`src/rtl/huff_encoder_if.sv`:
```
// Purpose : symbol-in / chunk-out handshake bundle for huff_encoder.
// Signals : s_valid/s_symbol/s_last/s_ready   - symbol stream into the encoder
//           out_valid/out_bits/out_len/out_last/out_ready - chunk stream out
// Modports: slave  - the encoder (consumes symbols, produces chunks)
//           master - the environment (produces symbols, consumes chunks)
interface huff_encoder_if;
    logic       s_valid;
    logic [3:0] s_symbol;
    logic       s_last;
    logic       s_ready;
    logic       out_valid;
    logic       out_ready;
    logic [3:0] out_bits;
    logic [2:0] out_len;
    logic       out_last;

    modport slave (
        input  s_valid, s_symbol, s_last, out_ready,
        output s_ready, out_valid, out_bits, out_len, out_last
    );

    modport master (
        output s_valid, s_symbol, s_last, out_ready,
        input  s_ready, out_valid, out_bits, out_len, out_last
    );
endinterface

```
`src/rtl/huff_encoder.sv`:
```
// Purpose : Huffman encoder. Maps signed 4-bit symbols to prefix codes of
//           1..9 bits, packs them MSB-first into a bit accumulator and emits
//           right-aligned chunks of up to CHUNK bits; a frame (ended by
//           s_last) is flushed with exactly one out_last chunk.
// Ports   : clk   - rising-edge clock
//           reset - asynchronous active-low reset
//           bus   - huff_encoder_if.slave (symbol input, chunk output)
module huff_encoder #(
    parameter int unsigned MAX_CODE = 9,
    parameter int unsigned CHUNK    = 4,
    parameter int unsigned ACC_W    = 16
) (
    input  logic               clk,
    input  logic               reset,
    huff_encoder_if.slave      bus
);
    localparam int unsigned CNT_W = $clog2(ACC_W + 1);
    localparam int unsigned LEN_W = $clog2(CHUNK + 1);

    typedef enum logic {ST_ACCEPT, ST_DRAIN} state_t;

    state_t             r_state;
    logic [ACC_W-1:0]   r_acc;
    logic [CNT_W-1:0]   r_cnt;
    logic               r_s_ready;
    logic               r_out_valid;
    logic [CHUNK-1:0]   r_out_bits;
    logic [LEN_W-1:0]   r_out_len;
    logic               r_out_last;

    logic [2:0]         w_mag;
    logic [8:0]         w_code_val;
    logic [3:0]         w_code_len;
    logic               w_push;
    logic               w_pop;
    logic [ACC_W-1:0]   w_acc_pop;
    logic [CNT_W-1:0]   w_cnt_pop;
    logic [CNT_W-1:0]   w_shift;
    logic [ACC_W-1:0]   w_acc_n;
    logic [CNT_W-1:0]   w_cnt_n;
    state_t             w_state_n;
    logic               w_valid_n;
    logic [LEN_W-1:0]   w_len_n;
    logic               w_last_n;
    logic [CHUNK-1:0]   w_bits_n;

    // Code table, right-aligned: k ones, a 0, then the sign bit; 0 and -8 special.
    always_comb begin
        w_code_val = '0;
        w_code_len = 4'd1;
        w_mag      = bus.s_symbol[3] ? 3'(-bus.s_symbol) : bus.s_symbol[2:0];
        if (bus.s_symbol == 4'b1000) begin
            w_code_val = 9'b111111110;
            w_code_len = 4'd9;
        end else if (bus.s_symbol != 4'd0) begin
            w_code_val = (((9'd1 << w_mag) - 9'd1) << 2) | {8'd0, bus.s_symbol[3]};
            w_code_len = 4'(w_mag) + 4'd2;
        end
    end

    // Pop first, then append the new code directly after the surviving bits.
    always_comb begin
        w_push    = bus.s_valid && r_s_ready;
        w_pop     = r_out_valid && bus.out_ready;
        w_acc_pop = w_pop ? (r_acc << r_out_len) : r_acc;
        w_cnt_pop = w_pop ? (r_cnt - CNT_W'(r_out_len)) : r_cnt;
        w_shift   = CNT_W'(ACC_W) - w_cnt_pop - CNT_W'(w_code_len);
        w_acc_n   = w_acc_pop;
        w_cnt_n   = w_cnt_pop;
        if (w_push) begin
            w_acc_n = w_acc_pop | (ACC_W'(w_code_val) << w_shift);
            w_cnt_n = w_cnt_pop + CNT_W'(w_code_len);
        end

        w_state_n = r_state;
        case (r_state)
            ST_ACCEPT: if (w_push && bus.s_last) w_state_n = ST_DRAIN;
            ST_DRAIN:  if (w_pop && r_out_last)  w_state_n = ST_ACCEPT;
            default:   w_state_n = ST_ACCEPT;
        endcase
    end

    // Chunk decode from the next-cycle state so the outputs can be registered.
    always_comb begin
        w_valid_n = 1'b0;
        w_len_n   = '0;
        w_last_n  = 1'b0;
        w_bits_n  = '0;
        if (w_state_n == ST_DRAIN) begin
            w_valid_n = (w_cnt_n != '0);
            w_len_n   = (w_cnt_n >= CNT_W'(CHUNK)) ? LEN_W'(CHUNK) : LEN_W'(w_cnt_n);
            w_last_n  = (w_cnt_n <= CNT_W'(CHUNK));
        end else begin
            w_valid_n = (w_cnt_n >= CNT_W'(CHUNK));
            w_len_n   = LEN_W'(CHUNK);
        end
        if (w_valid_n) begin
            w_bits_n = w_acc_n[ACC_W-1 -: CHUNK] >> (LEN_W'(CHUNK) - w_len_n);
        end else begin
            w_len_n  = '0;
            w_last_n = 1'b0;
        end
    end

    // State, accumulator and registered outputs.
    always_ff @(posedge clk or negedge reset) begin
        if (!reset) begin
            r_state     <= ST_ACCEPT;
            r_acc       <= '0;
            r_cnt       <= '0;
            r_s_ready   <= 1'b1;
            r_out_valid <= 1'b0;
            r_out_bits  <= '0;
            r_out_len   <= '0;
            r_out_last  <= 1'b0;
        end else begin
            r_state     <= w_state_n;
            r_acc       <= w_acc_n;
            r_cnt       <= w_cnt_n;
            r_s_ready   <= (w_state_n == ST_ACCEPT) && (w_cnt_n <= CNT_W'(ACC_W - MAX_CODE));
            r_out_valid <= w_valid_n;
            r_out_bits  <= w_bits_n;
            r_out_len   <= w_len_n;
            r_out_last  <= w_last_n;
        end
    end

    assign bus.s_ready   = r_s_ready;
    assign bus.out_valid = r_out_valid;
    assign bus.out_bits  = r_out_bits;
    assign bus.out_len   = r_out_len;
    assign bus.out_last  = r_out_last;
endmodule

```
`src/flat_wrapper.sv`:
```
// flat-port wrapper written by rule: the top's interface ports become plain ports
module huff_encoder_flat 
#(
    parameter int unsigned MAX_CODE = 9,
    parameter int unsigned CHUNK    = 4,
    parameter int unsigned ACC_W    = 16
)
  (clk, reset, bus_s_valid, bus_s_symbol, bus_s_last, bus_out_ready, bus_s_ready, bus_out_valid, bus_out_bits, bus_out_len, bus_out_last);
  huff_encoder_if bus_i ();
  input  logic clk;
  input  logic reset;
  input wire logic [$bits(bus_i.s_valid)-1:0] bus_s_valid;
  input wire logic [$bits(bus_i.s_symbol)-1:0] bus_s_symbol;
  input wire logic [$bits(bus_i.s_last)-1:0] bus_s_last;
  input wire logic [$bits(bus_i.out_ready)-1:0] bus_out_ready;
  output wire logic [$bits(bus_i.s_ready)-1:0] bus_s_ready;
  output wire logic [$bits(bus_i.out_valid)-1:0] bus_out_valid;
  output wire logic [$bits(bus_i.out_bits)-1:0] bus_out_bits;
  output wire logic [$bits(bus_i.out_len)-1:0] bus_out_len;
  output wire logic [$bits(bus_i.out_last)-1:0] bus_out_last;
  assign bus_i.s_valid = bus_s_valid;
  assign bus_i.s_symbol = bus_s_symbol;
  assign bus_i.s_last = bus_s_last;
  assign bus_i.out_ready = bus_out_ready;
  assign bus_s_ready = bus_i.s_ready;
  assign bus_out_valid = bus_i.out_valid;
  assign bus_out_bits = bus_i.out_bits;
  assign bus_out_len = bus_i.out_len;
  assign bus_out_last = bus_i.out_last;
  huff_encoder #(.MAX_CODE(MAX_CODE), .CHUNK(CHUNK), .ACC_W(ACC_W)) u_core (.clk(clk), .reset(reset), .bus(bus_i));
endmodule
```
`config.mk`:
```
export PLATFORM = sky130hd
export DESIGN_NAME = huff_encoder_flat
export DESIGN_NICKNAME = d
export VERILOG_FILES = /design/src/rtl/huff_encoder_if.sv /design/src/rtl/huff_encoder.sv /design/src/flat_wrapper.sv
export SDC_FILE = /design/constraint.sdc
export NUM_CORES = 1
export LEC_CHECK = 0
export CAP_MARGIN = 30
export CORE_ASPECT_RATIO = 1.4
export CORE_MARGIN = 4
export CORE_UTILIZATION = 55
export CTS_CLUSTER_DIAMETER = 150
export DETAILED_ROUTE_END_ITERATION = 6
export PLACE_DENSITY_LB_ADDON = 0.12
export SYNTH_ARGS = -nofsm -noshare
export SYNTH_HDL_FRONTEND = slang
export SYNTH_SLANG_ARGS = --single-unit
```
`constraint.sdc`:
```
create_clock -name clk -period 5.1 [get_ports clk]
set_input_delay 0.765 -clock clk [delete_from_list [all_inputs] [get_ports clk]]
set_output_delay 0.765 -clock clk [all_outputs]
set_load 0.05 [all_outputs]
```
# Word level (Yosys, flattened, before mapping)
# Cells that the tools add are included.
# totals
reg_bits	32
in_bits	9
output_inout_bits	10
elab_cells	54
# classes
addsub	8
order_cmp	3
n_eq_ne	1
shift	4
mux	19
n_bitwise	4
n_reduce_logical	7
# ops
cell	n
16-bit two-way mux	2
9-bit two-way mux	2
16-bit bitwise OR	1
16-bit by 3-bit left shift with 16-bit output	1
9-bit by 5-bit left shift with 16-bit output	1
3-bit two-way mux	4
4-bit two-way mux	3
5-bit by 3-bit <= comparator with 1-bit output, second input constant	2
5-bit two-way mux	2
9-bit by 1-bit bitwise OR with 9-bit output	1
1-bit by 3-bit left shift with 7-bit output, first input constant	1
7-bit by 1-bit subtractor with 7-bit output, second input constant	1
5-bit by 4-bit adder with 5-bit output	1
5-bit by 3-bit greater-or-equal comparator with 1-bit output, second input constant	1
1-bit logical AND	5
1-bit two-way mux	5
5-bit nonzero test	1
5-bit by 3-bit subtractor with 5-bit output	1
5-bit by 4-bit subtractor with 5-bit output	1
5-bit subtractor, first input constant	1
3-bit by 2-bit adder with 4-bit output, second input constant	1
4-bit == test, second input constant	1
4-bit nonzero test	1
4-bit by 3-bit >> shifter with 4-bit output	1
other kinds (4)	5

# Longest topological paths before layout
# Gate-level depths: netlist of the first run.
# logic_depth
depth_word	13
depth_mapped	24
ltp_nobuf	21

# Worst setup path before layout of the first run
# No wires, ideal clock.
# synth_timing
path_kind	input-to-reg
from	input bus_s_symbol[0]
to	register u_core.r_out_bits[0], in the netlist u_core.bus.out_bits[0]
setup_time_ps	141
arrival_ps	4557
t_required_ps	4959
setup_slack_ps	402
stages	21
path_buffers	3
path_cell_list	clkbuf_1 > inv_1 > ha_1 > buf_2 > mux2i_1 > inv_2 > ha_1 > nand2_1 > ha_1 > nor2b_1 > o21ai_0 > a21oi_1 > xor2_1 > nand3_1 > nand2b_1 > buf_2 > ha_1 > inv_1 > and4b_1 > o21ai_0 > o311ai_2
# synth_between
elab_chain_cells	13
elab_cells_between_ends	26
classes_between	add/sub (6); order compare (1); eq/ne (1); shift (3); mux (11); bitwise (2); reduce/logical (2)
# synth_lines
item	line_no	source
start: declaration	flat_wrapper.sv:13	input wire logic [$bits(bus_i.s_symbol)-1:0] bus_s_symbol;
3-bit negation	huff_encoder.sv:51	w_mag = bus.s_symbol[3] ? 3'(-bus.s_symbol) : bus.s_symbol[2:0];
3-bit two-way mux	huff_encoder.sv:51	
3-bit by 2-bit adder with 4-bit output	huff_encoder.sv:57	w_code_len = 4'(w_mag) + 4'd2;
4-bit two-way mux	huff_encoder.sv:55	end else if (bus.s_symbol != 4'd0) begin
4-bit two-way mux	huff_encoder.sv:52	if (bus.s_symbol == 4'b1000) begin
5-bit by 4-bit adder with 5-bit output	huff_encoder.sv:72	w_cnt_n = w_cnt_pop + CNT_W'(w_code_len);
5-bit two-way mux	huff_encoder.sv:70	if (w_push) begin
5-bit by 3-bit greater-or-equal comparator with 1-bit output	huff_encoder.sv:91, huff_encoder.sv:94	
3-bit two-way mux	huff_encoder.sv:91	w_len_n = (w_cnt_n >= CNT_W'(CHUNK)) ? LEN_W'(CHUNK) : LEN_W'(w_cnt_n);
3-bit two-way mux	huff_encoder.sv:89	if (w_state_n == ST_DRAIN) begin
3-bit subtractor	huff_encoder.sv:98	w_bits_n = w_acc_n[ACC_W-1 -: CHUNK] >> (LEN_W'(CHUNK) - w_len_n);
4-bit by 3-bit >> shifter with 4-bit output	huff_encoder.sv:98	
4-bit two-way mux (*)	huff_encoder.sv:97	if (w_valid_n) begin
named net u_core.w_bits_n[0]	huff_encoder.sv:45	logic [CHUNK-1:0] w_bits_n;
end signal: assignment	huff_encoder.sv:122	r_out_bits <= w_bits_n;
end: declaration	huff_encoder.sv:27	logic [CHUNK-1:0] r_out_bits;
# Mark *: on every way through the listed nets, which the timed path passes. The rest lies on a longest branch.

# Worst setup path in the final report of the first run
# layout_timing
from	input bus_s_symbol[0]
to	register u_core.r_out_bits[0], in the netlist u_core.bus.out_bits[0]
# layout_between
elab_cells_between_ends	26
classes_between	add/sub (6); order compare (1); eq/ne (1); shift (3); mux (11); bitwise (2); reduce/logical (2)
# layout_rtl
item	line_no	source
parallel branches: the longest is 7 deep, another holds 5-bit by 4-bit subtractor with 5-bit output	n/a	
9-bit by 5-bit left shift with 16-bit output (*)	huff_encoder.sv:71	w_acc_n = w_acc_pop | (ACC_W'(w_code_val) << w_shift);
16-bit bitwise OR (*)	huff_encoder.sv:71	
16-bit two-way mux (*)	huff_encoder.sv:70	
named net u_core.w_acc_n[12]	huff_encoder.sv:39	logic [ACC_W-1:0] w_acc_n;
4-bit by 3-bit >> shifter with 4-bit output (*)	huff_encoder.sv:98	
4-bit two-way mux (*)	huff_encoder.sv:97	
named net u_core.w_bits_n[0]	huff_encoder.sv:45	
# Mark *: on every way through the listed nets, which the timed path passes.

==> summary.log, run 1 <==
INFO  synthesis      synth_edf_count=0
INFO  place          port_buffers=18
INFO  clocking       cts_resized=0
INFO  synthesis      synthesis.yosys.warnings=0
INFO  routing        wl_met2=4610µm
INFO  die            initial_utilization=57.8%
INFO  die            die_width=75.1µm
INFO  routing        average_via_count_per_standard_cell=6.34
INFO  setup_path     critical_path_class=in2reg
INFO  synthesis      synth.net_count=459
INFO  sta            worst-slew-pin-transition=581ps
INFO  grt            global_route_wire_length_before_repair=15100µm
INFO  clocking       clk_transition_reported_paths=70ps
INFO  final_layout   post_route_cells_drive_above_1_share=12.1%
INFO  die            die_height=102µm
INFO  clocking       cts-root-buf=clkbuf_8
INFO  min_path       min-delay-path-class=reg2reg
INFO  synthesis      yosys_most_used_dff=dfrtp_1
INFO  run            drv.max_cap_violation_count=0
INFO  synthesis      synth_area=0.00346mm²
INFO  synthesis      asyncSetResetFlopFracSynth=100%
INFO  routing        detail_route.wl_per_cell=17.5µm
INFO  power          p_int=0.00135W
INFO  setup_path     critPathLaunch=bus_s_symbol[0]
INFO  die            io_pins=19
INFO  routing        drt_first_iter_violations=175
INFO  clocking       h-tree-depth=2
INFO  grt            largest_net_degree_at_the_start_of_global_routing=33
INFO  setup_path     worst_ep_required_time=5290ps
INFO  setup_path     worstReg2RegStart=u_core.bus.out_len[1]
INFO  power          relative_contribution_of_sequential_cells_to_total_power=14.2%
INFO  status         status=completed
INFO  place          dp_hpwl=7090µm
INFO  routing        detailroute.via_count=3273
INFO  place          placed_cells_incl_taps=508
INFO  die            core_area=0.00599mm²
INFO  power          sw_frac_of_total=52.9%
INFO  final_layout   final_non_filler_cells=516
INFO  sta            final_total_negative_setup_slack=0ps
INFO  grt            grt-ovfl-total=0
INFO  routing        drtPass1Iterations=6
INFO  power          powerDensity=743mW/mm²
INFO  setup_path     reg_to_reg_slack_setup=450ps
INFO  setup_path     timing.critical_path.from_type=primary input
INFO  clocking       ctsHoldBuffers=0
INFO  sta            maxSlewHeadroom=60.6%
INFO  routing        drt.antenna.violating_nets=0
INFO  sta            timing.final.crit_period=4860ps
INFO  synthesis      count_of_different_cell_masters_after_synthesis=73
INFO  final_layout   layout-area-overhead-vs-synth=11.3%
INFO  sta            timing.final.hold_violations=0
INFO  sta            final.hold.worst_slack=522ps
INFO  clocking       tritoncts_num_sinks=32
INFO  synthesis      synth_seq_area_share=23.2%
INFO  sta            timing.final.max_slew_violations=0
INFO  power          ir_worst_vdd=0.000535V
INFO  sta            layout_worst_path_cycle_share=95.2%
INFO  setup_path     worst_path_arrival=5040ps
INFO  synthesis      syn_area_per_cell=8.05µm²
INFO  routing        finalWirelength=9010µm
INFO  routing        drc_errors=0
INFO  final_layout   design.final.nets=474
INFO  setup_path     kind_of_end_point_of_the_critical_path=flip-flop
INFO  sta            clock.fmax=0.206GHz
INFO  sta            clock-skew-final=9.89ps
INFO  setup_path     r2r_endpoint=u_core.bus.out_bits[0]
INFO  sta            setup-violations-final=0
INFO  power          power.clock.fraction=8.4%
INFO  clocking       cts_post_setup_buffers_inserted=0
INFO  routing        met3_wirelength=263µm
INFO  power          finalPower=0.00286W
INFO  power          comb_power_share=77.4%
INFO  grt            antenna_found_initial=0
INFO  routing        drt-met1-wl=3920µm
INFO  grt            grt_util_all_layers=25.2%
INFO  clocking       cts_tree=yes
INFO  synthesis      postSynthRegisterBits=32
INFO  clocking       tritoncts_buffers=5
INFO  die            area_of_the_die=0.00765mm²
INFO  setup_path     cp-endpoint=u_core.bus.out_bits[0]
INFO  setup_path     worst-path-max-fanout=10
INFO  die            core.rowCount=33
INFO  final_layout   diodes=0
INFO  synthesis      synth_cells=430
INFO  power          power.static_leakage=1.64nW
INFO  power          switchingPower=0.00151W
INFO  sta            grt_setup_unrepaired=no
INFO  setup_path     reg2reg_depth=15
INFO  grt            grt_pass1_vias=3218
INFO  clocking       ctsLongestPathBuffers=2
INFO  place          gp_congestion=0.972
INFO  clocking       worst_skew_pair_later_pin_latency=290ps
INFO  routing        top_layer_used=met4
[power groups by stage]
stage               Sequential, W  Combinational, W  Clock (W)
floorplan                0.000472           0.00160          0
global placement         0.000409           0.00212          0
detailed placement       0.000413           0.00217          0
CTS                      0.000407           0.00218   0.000241
global route             0.000420           0.00242   0.000254
finish                   0.000408           0.00222   0.000240
[cell usage after synthesis, drive strengths merged (8+ instances only)]
library cell	count	area [µm²]
a21oi	29	145
nor3	14	70.1
mux2i	20	204
nor2	31	116
a211oi	8	60.1
inv	32	120
nand2b	9	56.3
buf	12	61.3
o21ai	19	95.1
dfrtp	31	776
o221ai	8	87.6
clkbuf	17	63.8
ha	18	225
nand3	8	40.0
nand2	48	180
xnor2	8	77.6
[placed cells by master, fill, tap and decap left out, types with 3 or more instances in the layout]
master	synthesis	routed
nor2b_1	7	7
a21boi_0	4	4
nor3_1	14	14
and2_1	6	6
a31oi_1	6	6
or2_2	3	3
mux2_2	7	7
inv_1	31	31
a221o_1	4	4
and3b_1	3	3
clkdlybuf4s50_1	0	18
nand3_1	8	8
mux4_2	4	4
nor2_1	31	31
o21a_1	3	3
nand3b_1	3	3
o221ai_1	7	7
xnor2_1	7	7
o211ai_1	5	5
o22ai_1	4	4
mux2i_1	19	19
a21oi_1	29	29
or3_1	3	3
nor4_1	3	3
buf_4	1	19
o21ai_0	18	18
dfrtp_1	31	31
nand2b_1	9	9
nand4_1	3	3
o21bai_1	6	6
nand2_1	48	48
ha_1	18	18
clkbuf_8	0	5
a211oi_1	8	8
o31ai_1	4	4
[routing by layer]
| metal | vias up | GRT usage [%] |
|---|---|---|
| li1 | 1605 | - |
| met1 | 1568 | 32.6 |
| met2 | 81 | 44.0 |
| met3 | 19 | 1.77 |
| met4 | 0 | 8.36 |
| met5 | - | 0 |
[stage by stage]
step	cell area (µm²)	utilization, %	worst slack, ps
after global placement	3750	62.6	178
final	3850	64.4	244
after global routing	3850	64.4	7.47
after floorplan	3460	-	402
after CTS	3850	64.4	379
after detailed placement	3750	62.6	90.5
[flip-flops by register name, summed over array words and instances, names as in the netlist]
register	flops
u_core.r_acc	16
u_core.r_cnt	5
u_core.bus.out_bits	4
u_core.bus.out_len	3
u_core.bus.out_last	1
u_core.bus.out_valid	1
u_core.bus.s_ready	1
u_core.r_state	1
[cell families (layout without fill, tap and decap cells)]
kind of cell / count (synthesis) / in the layout / synth area share, %
and+or+nand+nor: 149 / 149 / 21.2
xor gates and xnor gates: 11 / 11 / 3.40
buffers and inverters: 62 / 78 / 7.19
DFF: 32 / 32 / 23.2
muxes: 31 / 31 / 10.8
adders and majority gates: 20 / 20 / 7.66
AOI/OAI and AO/OA: 125 / 125 / 26.6
[final cells by class]
| type | count | area [µm²] |
|---|---|---|
| clock buffer | 6 | 72.6 |
| clock inverter | 2 | 35.0 |
| fill | 533 | 2130 |
| inverter | 33 | 124 |
| multi-input combinational | 336 | 2410 |
| sequential | 32 | 802 |
| tap | 70 | 87.6 |
| timing repair buffer | 37 | 323 |
[worst min-delay path by stage]
stage | slack, ps | start | endpoint | cells after the start
CTS | 520 | u_core.r_acc[4] | u_core.r_acc[4] | 2
detailed placement | 510 | u_core.r_acc[4] | u_core.r_acc[4] | 2
global placement | 500 | u_core.r_acc[4] | u_core.r_acc[4] | 2
global route | 550 | u_core.r_acc[4] | u_core.r_acc[4] | 2
finish | 520 | u_core.r_acc[4] | u_core.r_acc[4] | 2
floorplan | 470 | reset | u_core.bus.out_bits[0] | 0
[worst max-delay path: stages]
cell,delay (ps)
clkdlybuf4s50_1,470
inv_1,50
ha_1,200
nand2b_1,210
xnor2_1,270
ha_1,270
nand2_1,80
inv_1,50
ha_1,330
xnor2_1,160
ha_1,210
or3_1,380
and2_1,280
nor4_1,400
a211oi_1,140
o31ai_1,460
nand4_1,190
o311ai_2,120
No activity file was read; power rests on OpenSTA's default activity.
==> inputs of run 2 (changes only) <==
Settings changed: GPL_TIMING_DRIVEN set to 0.
Clock period 5.1 ns to 3.95 ns, I/O delays scaled along.
==> run 2 against run 1 <==
Against the previous run:
- highest routed layer unchanged
- count of clock-buffer cells in the layout is 1 higher
- core utilization is 12 points higher
- design area is 19% higher
- wire length is 16% higher
- setup slack worse by 190 ps
- final cell count is 9.3% higher
- hold slack worse by 160 ps
==> summary.log, run 2 (synthesis gave the netlist of run 1 again) <==
INFO  place          place_area=0.00395mm²
INFO  place          port_buffers=18
INFO  die            area_of_the_die=0.00765mm²
INFO  sta            timing.final.hold_violations=0
INFO  grt            grt_pass1_vias=3478
INFO  final_layout   most-common-layout-cells=nand2_1 (45), buf_4 (42), dfrtp_1 (29), nor2_1 (28), a21oi_1 (28)
INFO  place          gp_congestion=0.942
INFO  final_layout   final_common_cell=nand2_1
INFO  sta            maxSlewHeadroom=51.5%
INFO  routing        drtPass1Iterations=5
INFO  clocking       tritoncts_num_sinks=32
INFO  die            io_pins=19
INFO  sta            clock-skew-final=12.0ps
INFO  sta            worst-slew-pin-transition=727ps
INFO  setup_path     r2r_endpoint=u_core.bus.out_bits[0]
INFO  clocking       clk_transition_reported_paths=70ps
INFO  setup_path     worst-path-max-fanout=6
INFO  clocking       tritoncts_buffers=5
INFO  routing        finalWirelength=10500µm
INFO  setup_path     worstReg2RegStart=u_core.r_cnt[0]
INFO  clocking       h-tree-depth=2
INFO  final_layout   seq_area=805µm²
INFO  routing        drt_first_iter_violations=242
INFO  routing        detail_route.wl_per_cell=18.6µm
INFO  die            die_width=75.1µm
INFO  setup_path     worst_ep_required_time=4130ps
INFO  min_path       min-delay-path-class=in2async
INFO  sta            layout_worst_path_cycle_share=98.7%
INFO  clocking       ctsLongestPathBuffers=2
INFO  setup_path     reg2reg_depth=16
INFO  final_layout   finalInstanceArea=0.00460mm²
INFO  power          powerDensity=1010mW/mm²
INFO  grt            antenna_found_initial=0
INFO  clocking       ctsHoldBuffers=0
INFO  status         status=completed
INFO  final_layout   design.final.nets=522
INFO  final_layout   largest-register=u_core.r_acc
INFO  final_layout   final_non_filler_cells=564
INFO  routing        average_via_count_per_standard_cell=6.30
INFO  final_layout   diodes=0
INFO  grt            grt_util_all_layers=27.3%
INFO  die            core_area=0.00599mm²
INFO  clocking       cts_tree=yes
INFO  sta            setup-violations-final=0
INFO  place          placed_cells_incl_taps=518
INFO  final_layout   fill_cells=430
INFO  place          dp_hpwl=7560µm
INFO  final_layout   area_used_by_multi_input_combinational_logic=0.00280mm²
INFO  sta            clock.fmax=0.256GHz
INFO  run            drv.max_cap_violation_count=0
INFO  power          finalPower=0.00466W
INFO  routing        drt.antenna.violating_nets=0
INFO  power          ir_worst_vdd=0.00139V
INFO  final_layout   layout-area-overhead-vs-synth=32.9%
INFO  die            die_height=102µm
INFO  clocking       cts-root-buf=clkbuf_8
INFO  power          power.static_leakage=1.94nW
INFO  routing        drc_errors=0
INFO  die            initial_utilization=57.8%
INFO  sta            timing.final.crit_period=3900ps
INFO  die            core.rowCount=33
INFO  final_layout   number_of_flip_flops_in_the_largest_register=16
INFO  grt            global_route_wire_length_before_repair=16300µm
INFO  grt            grt-ovfl-total=0
INFO  final_layout   post_route_cells_drive_above_1_share=32.8%
INFO  grt            largest_net_degree_at_the_start_of_global_routing=33
INFO  final_layout   finish.utilization=76.8%
INFO  setup_path     reg_to_reg_slack_setup=50ps
INFO  clocking       worst_skew_pair_later_pin_latency=280ps
INFO  setup_path     critical_path_class=reg2reg
INFO  routing        detailroute.via_count=3551
INFO  sta            grt_setup_unrepaired=yes
INFO  setup_path     kind_of_end_point_of_the_critical_path=flip-flop
INFO  setup_path     worst_path_arrival=4080ps
INFO  setup_path     timing.critical_path.from_type=flip-flop
INFO  sta            timing.final.max_slew_violations=0
## run 2: cell types whose count changed in the layout (fill, tap and decap cells not counted), moves of 7 or more
cell,before,now
ha_1,18,7
clkbuf_1,1,9
inv_1,31,22
ha_4,0,8
inv_2,1,8
buf_4,19,42
## run 2: stage by stage
stage | worst slack (ps) | hold slack (ps) | setup TNS [ps]
floorplan | 14.5 | 297 | 0
global placement | -1120 | 505 | -16760
detailed placement | -1180 | 524 | -18240
CTS | 0.817 | 380 | 0
global route | -76.3 | 421 | -137
finish | 50.8 | 362 | 0
## run 2: layer usage
| layer | track usage [%] | share of wire (%) |
|---|---|---|
| met1 | 32.5 | 39 |
| met2 | 49.7 | 54 |
| met3 | 2.17 | 3.6 |
| met4 | 10.1 | 3.3 |
| met5 | 0 | 0 |
## run 2: worst max-delay path by stage
stage / from / to / slack, ps
2_1_floorplan: bus_s_symbol[0] / u_core.bus.out_bits[0] / 10
3_3_place_gp: bus_s_symbol[0] / u_core.bus.out_bits[1] / -1120
3_5_place_dp: bus_s_symbol[0] / u_core.bus.out_bits[1] / -1180
4_1_cts: bus_s_symbol[1] / u_core.bus.out_bits[0] / 0.8
5_1_grt: u_core.r_cnt[0] / u_core.bus.out_bits[0] / -80
6_report: u_core.r_cnt[0] / u_core.bus.out_bits[0] / 50
## run 2: final cells by class
cell class / count / area share [%]
clock inverters: 1 / 0.163
multi-input cells: 336 / 60.9
repair buffers: 62 / 10.9
inverters: 33 / 2.96
clock buffers: 7 / 1.88
well taps: 70 / 1.90
flip-flops and latches: 32 / 17.5
plain buffers: 23 / 3.83
## run 2: worst max-delay path: stages (launching register included)
cell,delay [ps]
dfrtp_1,390
inv_1,80
ha_2,180
inv_2,40
fa_2,450
mux2_4,310
ha_1,310
inv_1,70
ha_4,170
ha_2,180
or3_4,390
and2_4,200
nor4_4,310
a211oi_2,90
o31ai_2,350
nand4_1,170
o311ai_2,90
## run 2: report_power, final
group          total, W  leakage [nW]  internal (W)  switching [W]
clock          0.000257        0.0445      0.000141       0.000115
combinational   0.00387          1.50       0.00170        0.00216
sequential     0.000539         0.405      0.000449      0.0000906
total           0.00466          1.94       0.00229        0.00237
## run 2: timing repair
action                                  in CTS  in global routing
pin swaps                                   19                 22
endpoints found under the setup margin      22                 19
endpoints found under the hold margin        0                  0
gates resized for setup                     44                 42
buffers inserted                            22                 22
